**src/rtl/instr_issuer.sv**
```systemverilog
// instr_issuer: byte-serial program loader and in-order 32-bit instruction issuer.
// Bytes arrive MSB first, are packed into words and stored; on start the words
// are presented over a valid/ready handshake at up to one word per cycle.
// Optional feature macro: HALT_OPCODE_EN (words with opcode 6'b111111 end the
// program instead of being issued).
module instr_issuer #(
   parameter int DEPTH  = 64,
   parameter int ADDR_W = 6
) (
   input  logic              clk,
   input  logic              rst,
   input  logic              load_en,
   input  logic [7:0]        load_byte,
   input  logic              start,
   output logic [31:0]       instruccion,
   output logic              instr_valid,
   input  logic              instr_ready,
   output logic [ADDR_W-1:0] pc,
   output logic [ADDR_W:0]   prog_len,
   output logic              busy,
   output logic              done,
   output logic              overflow
);

   typedef enum logic [1:0] {IDLE, RUN, DONE} state_t;

   localparam logic [ADDR_W:0]   FULL_LEN = (ADDR_W+1)'(DEPTH);
   localparam logic [ADDR_W:0]   LEN_ONE  = 1;
   localparam logic [ADDR_W-1:0] PC_ONE   = 1;

   state_t              state_q, state_d;
   logic [ADDR_W-1:0]   pc_q, pc_d;
   logic [ADDR_W:0]     len_q, len_d;
   logic [1:0]          bcnt_q, bcnt_d;
   logic [23:0]         pack_q, pack_d;
   logic [31:0]         instr_q, instr_d;
   logic                valid_q, valid_d;
   logic                ovf_q, ovf_d;
   logic                mem_we;
   logic [31:0]         mem_wdata;
   logic [31:0]         mem [DEPTH];

   // Halt detection: only meaningful when the halt feature is built in.
   function automatic logic is_halt(input logic [31:0] w);
`ifdef HALT_OPCODE_EN
      return (w[31:26] == 6'b111111);
`else
      return 1'b0 & w[0];
`endif
   endfunction

   assign mem_wdata = {pack_q, load_byte};

   // Next-state logic: loading in IDLE, issuing in RUN, restart from DONE.
   always_comb begin
      state_d = state_q;
      pc_d    = pc_q;
      len_d   = len_q;
      bcnt_d  = bcnt_q;
      pack_d  = pack_q;
      instr_d = instr_q;
      valid_d = valid_q;
      ovf_d   = ovf_q;
      mem_we  = 1'b0;
      case (state_q)
         IDLE, DONE: begin
            if (start) begin
               // start discards any partial word and beats a same-cycle byte
               bcnt_d = '0;
               if (len_q == '0) begin
                  state_d = DONE;
                  valid_d = 1'b0;
               end else begin
                  state_d = RUN;
                  pc_d    = '0;
                  instr_d = mem[0];
                  // a halt word at index 0 is never shown; RUN then drops to DONE
                  valid_d = !is_halt(mem[0]);
               end
            end else if (state_q == IDLE && load_en) begin
               if (len_q == FULL_LEN) begin
                  ovf_d = 1'b1;
               end else begin
                  pack_d = {pack_q[15:0], load_byte};
                  bcnt_d = bcnt_q + 2'd1;
                  if (bcnt_q == 2'd3) begin
                     mem_we = 1'b1;
                     len_d  = len_q + LEN_ONE;
                  end
               end
            end
         end
         RUN: begin
            if (!valid_q) begin
               state_d = DONE;
            end else if (instr_ready) begin
               if ({1'b0, pc_q} == len_q - LEN_ONE) begin
                  valid_d = 1'b0;
                  state_d = DONE;
               end else begin
                  pc_d    = pc_q + PC_ONE;
                  instr_d = mem[pc_q + PC_ONE];
                  if (is_halt(mem[pc_q + PC_ONE])) begin
                     valid_d = 1'b0;
                     state_d = DONE;
                  end
               end
            end
         end
         default: state_d = IDLE;
      endcase
   end

   // Control and datapath registers.
   always_ff @(posedge clk or posedge rst) begin
      if (rst) begin
         state_q <= IDLE;
         pc_q    <= '0;
         len_q   <= '0;
         bcnt_q  <= '0;
         pack_q  <= '0;
         instr_q <= '0;
         valid_q <= 1'b0;
         ovf_q   <= 1'b0;
      end else begin
         state_q <= state_d;
         pc_q    <= pc_d;
         len_q   <= len_d;
         bcnt_q  <= bcnt_d;
         pack_q  <= pack_d;
         instr_q <= instr_d;
         valid_q <= valid_d;
         ovf_q   <= ovf_d;
      end
   end

   // Program store write; contents survive reset.
   always_ff @(posedge clk) begin
      if (mem_we) mem[len_q[ADDR_W-1:0]] <= mem_wdata;
   end

   assign instruccion = instr_q;
   assign instr_valid = valid_q;
   assign pc          = pc_q;
   assign prog_len    = len_q;
   assign busy        = (state_q == RUN);
   assign done        = (state_q == DONE);
   assign overflow    = ovf_q;

endmodule

```
**config.mk**
```make
export PLATFORM = sky130hd
export DESIGN_NAME = instr_issuer
export DESIGN_NICKNAME = d
export VERILOG_FILES = /design/src/rtl/instr_issuer.sv
export SDC_FILE = /design/constraint.sdc
export NUM_CORES = 2
export LEC_CHECK = 0
export BUFFER_PORTS_ARGS = -buffer_cell sky130_fd_sc_hd__buf_2
export CORE_MARGIN = 2
export CORE_UTILIZATION = 31
export DETAILED_ROUTE_END_ITERATION = 12
export HOLD_SLACK_MARGIN = 0.05
export PLACE_DENSITY = 0.49
export SYNTH_ARGS = -nofsm -noshare
export SYNTH_HDL_FRONTEND = slang
export SYNTH_SLANG_ARGS = --single-unit
```
**constraint.sdc**
```tcl
create_clock -name clk -period 8.31 [get_ports clk]
set_clock_uncertainty 0.2 [all_clocks]
set_input_delay 2.0775 -clock clk [delete_from_list [all_inputs] [get_ports clk]]
set_output_delay 2.0775 -clock clk [all_outputs]
set_load 0.02 [all_outputs]
```
### Yosys cells after proc, flatten, opt, wreduce, memory -nomap -nowiden

Memories as Yosys holds them, arrays and structs flattened.
Index checks and enable logic that the tools add are counted.

* shift operators: 0
* reductions and logical operators: 13
* eq/ne operators: 13
* add/sub/neg operators: 4
* $lt $le $gt $ge: 0
* multiplexer cells: 34
* div/mod/pow operators: 0
* multiply operators: 0
* bitwise gates (word level): 2

Operator list (number)
* two-way mux 32 bit: 5
* one-hot mux 32 bit (2 select lines): 1
* two-way mux 6 bit: 5
* two-way mux 2 bit: 8
* two-way mux 1 bit: 12
* one-hot mux 6 bit (2 select lines): 1
* inequality test 2 bit (second input constant): 5
* AND reduction 4 bit: 2
* adder 7 x 1 -> 7 bit (second input constant): 1
* == test 6 x 7 -> 1 bit: 1
* == test 7 bit (second input constant): 1
* logical NOT 7 bit: 1
* subtractor 7 x 1 -> 7 bit (second input constant): 1
* adder 6 x 1 -> 6 bit (second input constant): 1
* AND reduction 3 bit: 2
* AND reduction 6 bit: 1
* AND reduction 5 bit: 1
* == test 2 bit (second input constant): 2
* one-hot mux 2 bit (2 select lines): 1
* nonzero test 2 bit: 2
* inequality test 3 x 2 -> 1 bit (second input constant): 1
* inequality test 3 bit (second input constant): 1
* adder 2 x 1 -> 2 bit (second input constant): 1
* == test 2 x 1 -> 1 bit (second input constant): 1
* other kinds (7): 8

* memory bits (writable): 2048
* flip-flop bits (word level): 75
* word-level logic and storage cells: 75
* input bits: 13
* bits in latches: 0
* bits in read-only memories: 0
* output and inout bits: 49
* memories: 1

Memories
* mem: depth 64, bits a word 32, read ports 2, clocked after Yosys merged registers in 0, write ports 1, RTL line 41 `logic [31:0] mem [DEPTH];`

### Depth between registers and ports, before layout

* depth in word-level cells: 8
* depth in mapped cells: 11

### Worst setup path before layout

OpenSTA, ideal clock, no wires.

* path type: input -> register
* from: input load_en
* to: memory mem[29][0] (enable)
* slack: 2.385 ns
* arrival time: 5.264 ns
* cell stages on the path: 7
* path through: nand2b_1 > a21oi_1 > and2_1 > buf_2 > buf_2 > nand3_1 > nor3_1

* longest elaborated chain between the ends: 6

RTL lines
* start: declaration: RTL line 12 `input logic load_en,`
* logical AND 1 bit: RTL line 80 `end else if (state_q == IDLE && load_en) begin`
* two-way mux 1 bit: RTL line 80
* two-way mux 1 bit: RTL line 67 `if (start) begin`
* two-way mux 1 bit: RTL line 65 `case (state_q)`
* two-way mux 1 bit: RTL line 139 `if (mem_we) mem[len_q[ADDR_W-1:0]] <= mem_wdata;`
* two-way mux 1 bit (not written as such): RTL line 139
* end: declaration: RTL line 41

No other way between the ends.

### Worst setup path after layout

* from: input load_en
* to: memory mem[13][11] (enable)

Same word-level chain as after synthesis.

==> impl_metrics.ini <==
[status]
outcome = completed

[logic_synthesis]
post_synth_num_cell_types = 66
avgSynthCellArea_um2 = 20.9
ys_seq_area_share_pct = 77.2
synth_edf_count = 2048
ys_top_cells_by_area = edfxtp_1 75%, mux4_2 14%, dfrtp_1 2.3%
synthAdderAreaFrac_pct = 0.0762
synth_area_leader_cell = edfxtp_1
yosysTopAreaCellShare_pct = 74.9
syn_area_um2 = 82100
ys.flop_type = edfxtp_1
synthCells = 3936
synth_nets = 3954
synth_mux_area_share_pct = 14.3
synth-seq-cells = 2123
synth_compound_area_share_pct = 3.76
synthSimpleGateAreaFrac_pct = 2.96
synth_top_family_by_area = multiplexers
synth_xor_area_share_pct = 0.242
ys_warn_count = 0
async_reset_ff_share_pct = 3.53

[timing]
min_period_over_period_pct = 67.8
maxSlewHeadroom_pct = 14.8
hold_violations = 0
post-route-min-period_ns = 5.63
tightestPinTransition_ns = 1.28
setup_ws_ns = 2.68
fmax_ghz = 0.178
tns_ns = 0
setup_viol = 0
final_max_slew_viol_count = 0
rsz0062_at_grt = no

[floorplan]
placementRows = 188
die_w_um = 519
io_pins = 62
core_area_um2 = 263000
fp.dieH_um = 519
dieArea_um2 = 269000
start_util_pct = 31.2

[setup_path]
endpoint_kind = flip-flop
cp.depth = 7
cp-endpoint = mem[13][11]
critPathLaunch = load_en
path_delay_family = simple AND/OR/NAND/NOR gates
critPathBufInv = 2
crit_type = in -> reg
critPathMaxFanout = 32
r2r-start = prog_len[1]
max_stage_delay_ns = 1.24
path_cells = buf_2 -> nand2b_1 -> a21oi_1 -> and2_1 -> buf_4 -> nand4_1 -> nor2_4
start_kind = input pin
critPathRequiredTime_ns = 8.56
r2r_slack_ns = 2.84
crit_slowest_cell = nor2_4
rr_endpoint = mem[13][11]
arrival_ns = 5.88
ff2ff_path_depth = 8

[worst_hold_path]
worst_hold_path.num_cells = 2
hold_path_class = reg -> reg

[placement]
hpwl_um = 138000
port_buffers = 61
place_inst = 7396
globalplace.congestion = 0.793
place_ws_ns = 1.76

[cts]
worstSkewPairLatency_ns = 0.87
hold_buffers = 0
cts_tree = built
htreeDepth = 4
post_cts_resized = 0
clkSlewWorstSetupHoldPaths_ns = 0.06
post-cts-setup-buffers = 0
cts_buffers = 214
cts_root_buf = clkbuf_16
clock_sink_count = 2123
clock_path_buffers = 3

[drt]
drc_errors = 0
postRouteAntennaNets = 0
wl_per_cell_um = 30.5
drtPass1Iterations = 5
drt_iter0_drc = 4531
drt_wl_total_um = 237000
post_drt_via_cell_ratio = 5.21
vias = 40600

[global_route]
gr-usage-met1_pct = 24.7
grt_pass1_vias = 41200
use_met3_pct = 3.35
antenna_found_initial = 15
grt-ovfl-total = 0
grt_pass1_wl_um = 333000
grt_usage_pct = 17.4
busiest_layer = met2
grt_max_degree = 94
grt_util_met2_pct = 28.0

[power]
p_leak_nw = 28.5
ir_worst_vdd_uv = 225
power_density_nw_per_um2 = 293

[finish]
stdcell_count = 7791
drive_above_1_share_pct = 26.0
fin_nets = 4115
fillCellCount = 24500
syn_to_final_growth_pct = 14.7
mostFrequentLayoutCell = edfxtp_1
final_cell_mix = 2048 x edfxtp_1, 514 x mux4_2, 277 x nand2_1
fin_util_pct = 35.8

[flow_run]
drv_cap = 0
[layer usage]
metal / wire, µm / vias to the layer above
li1: - / 16800
met1: 105000 / 22400
met2: 113000 / 1215
met3: 14900 / 224
met4: 3860 / 2
met5: 13 / -
[state kept, by name, indices dropped and copies added, names as in the netlist]
register     flops
pc               6
instr_valid      1
bcnt_q           2
mem           2048
pack_q          24
instruccion     32
prog_len         7
state_q          2
overflow         1
[layout make-up]
type                       instances  area, µm²  share of cell area [%]
sequential                      2123      63400                    67.4
clock inverter                   107        973                    1.03
inverter                           9       36.3                  0.0385
antenna                            6       15.0                  0.0159
multi-input combinational       1548      18100                    19.2
tap                             3515       4400                    4.67
clock buffer                     282       5690                    6.05
timing repair buffer             201       1540                    1.64
[worst reg2reg max path, stage by stage, from the launching register on]
cell and delay (ns):
dfrtp_1 0.55, inv_1 0.25, ha_1 0.26, and3b_1 0.18, a21oi_1 0.32, and2_1 0.69
buf_4 0.38, nand4_1 0.93, nor2_4 1.25
[Yosys cell counts (3+ instances only)]
cell      number
ha_1           5
a22oi_1       30
nand4_1       13
clkbuf_1     126
or4_1         30
inv_1          9
edfxtp_1    2048
and2_1         5
a21oi_1       33
o211ai_1       3
xor2_1         6
dfrtp_1       75
o31ai_1       30
buf_4         27
nand3b_1       3
o21ai_0      244
a31oi_1       31
mux4_2       514
nand3_1       10
buf_6          9
or3_1          3
a21o_1         3
a41oi_1       63
buf_1         21
nor2b_1        3
nor3b_1        3
a41o_1        30
buf_2         73
mux2_4         3
o21ai_1        6
nor2_1        78
nand2_1      277
and4_1        30
nor3_1        34
nand2b_1       3
mux2i_1        8
xnor2_1       13
[through the flow]
stage / instance area, µm² / hold WS [ns] / power (W)
final: 94200 / 0.270 / 0.0276
after global routing: 94200 / 0.305 / 0.0286
after CTS: 94200 / 0.279 / 0.0279
after detailed placement: 87500 / 0.264 / 0.0187
after global placement: 87500 / 0.276 / 0.0186
after floorplan: 82100 / 0.261 / 0.0164
[worst min path at each step]
stage                         start   endpoint  slack, ns
after detailed placement   overflow   overflow       0.26
after global routing       overflow   overflow       0.30
after CTS                  overflow   overflow       0.28
after global placement     overflow   overflow       0.28
after floorplan           bcnt_q[0]  bcnt_q[0]       0.26
final                      overflow   overflow       0.27
[where the power goes]
group          leakage (nW)  internal (W)  switching [W]
clock network          3.23       0.00516        0.00413
logic                  5.79       0.00169        0.00269
registers              19.5        0.0130       0.000942
[cell families after synthesis]
kind of cell | count (synthesis)
AOI/OAI and AO/OA | 487
buffers and inverters | 265
muxes | 527
xor gates and xnor gates | 21
DFF | 2123
adders and majority gates | 5
and+or+nand+nor | 508
Note: power is estimated with default switching activity, not from simulation.
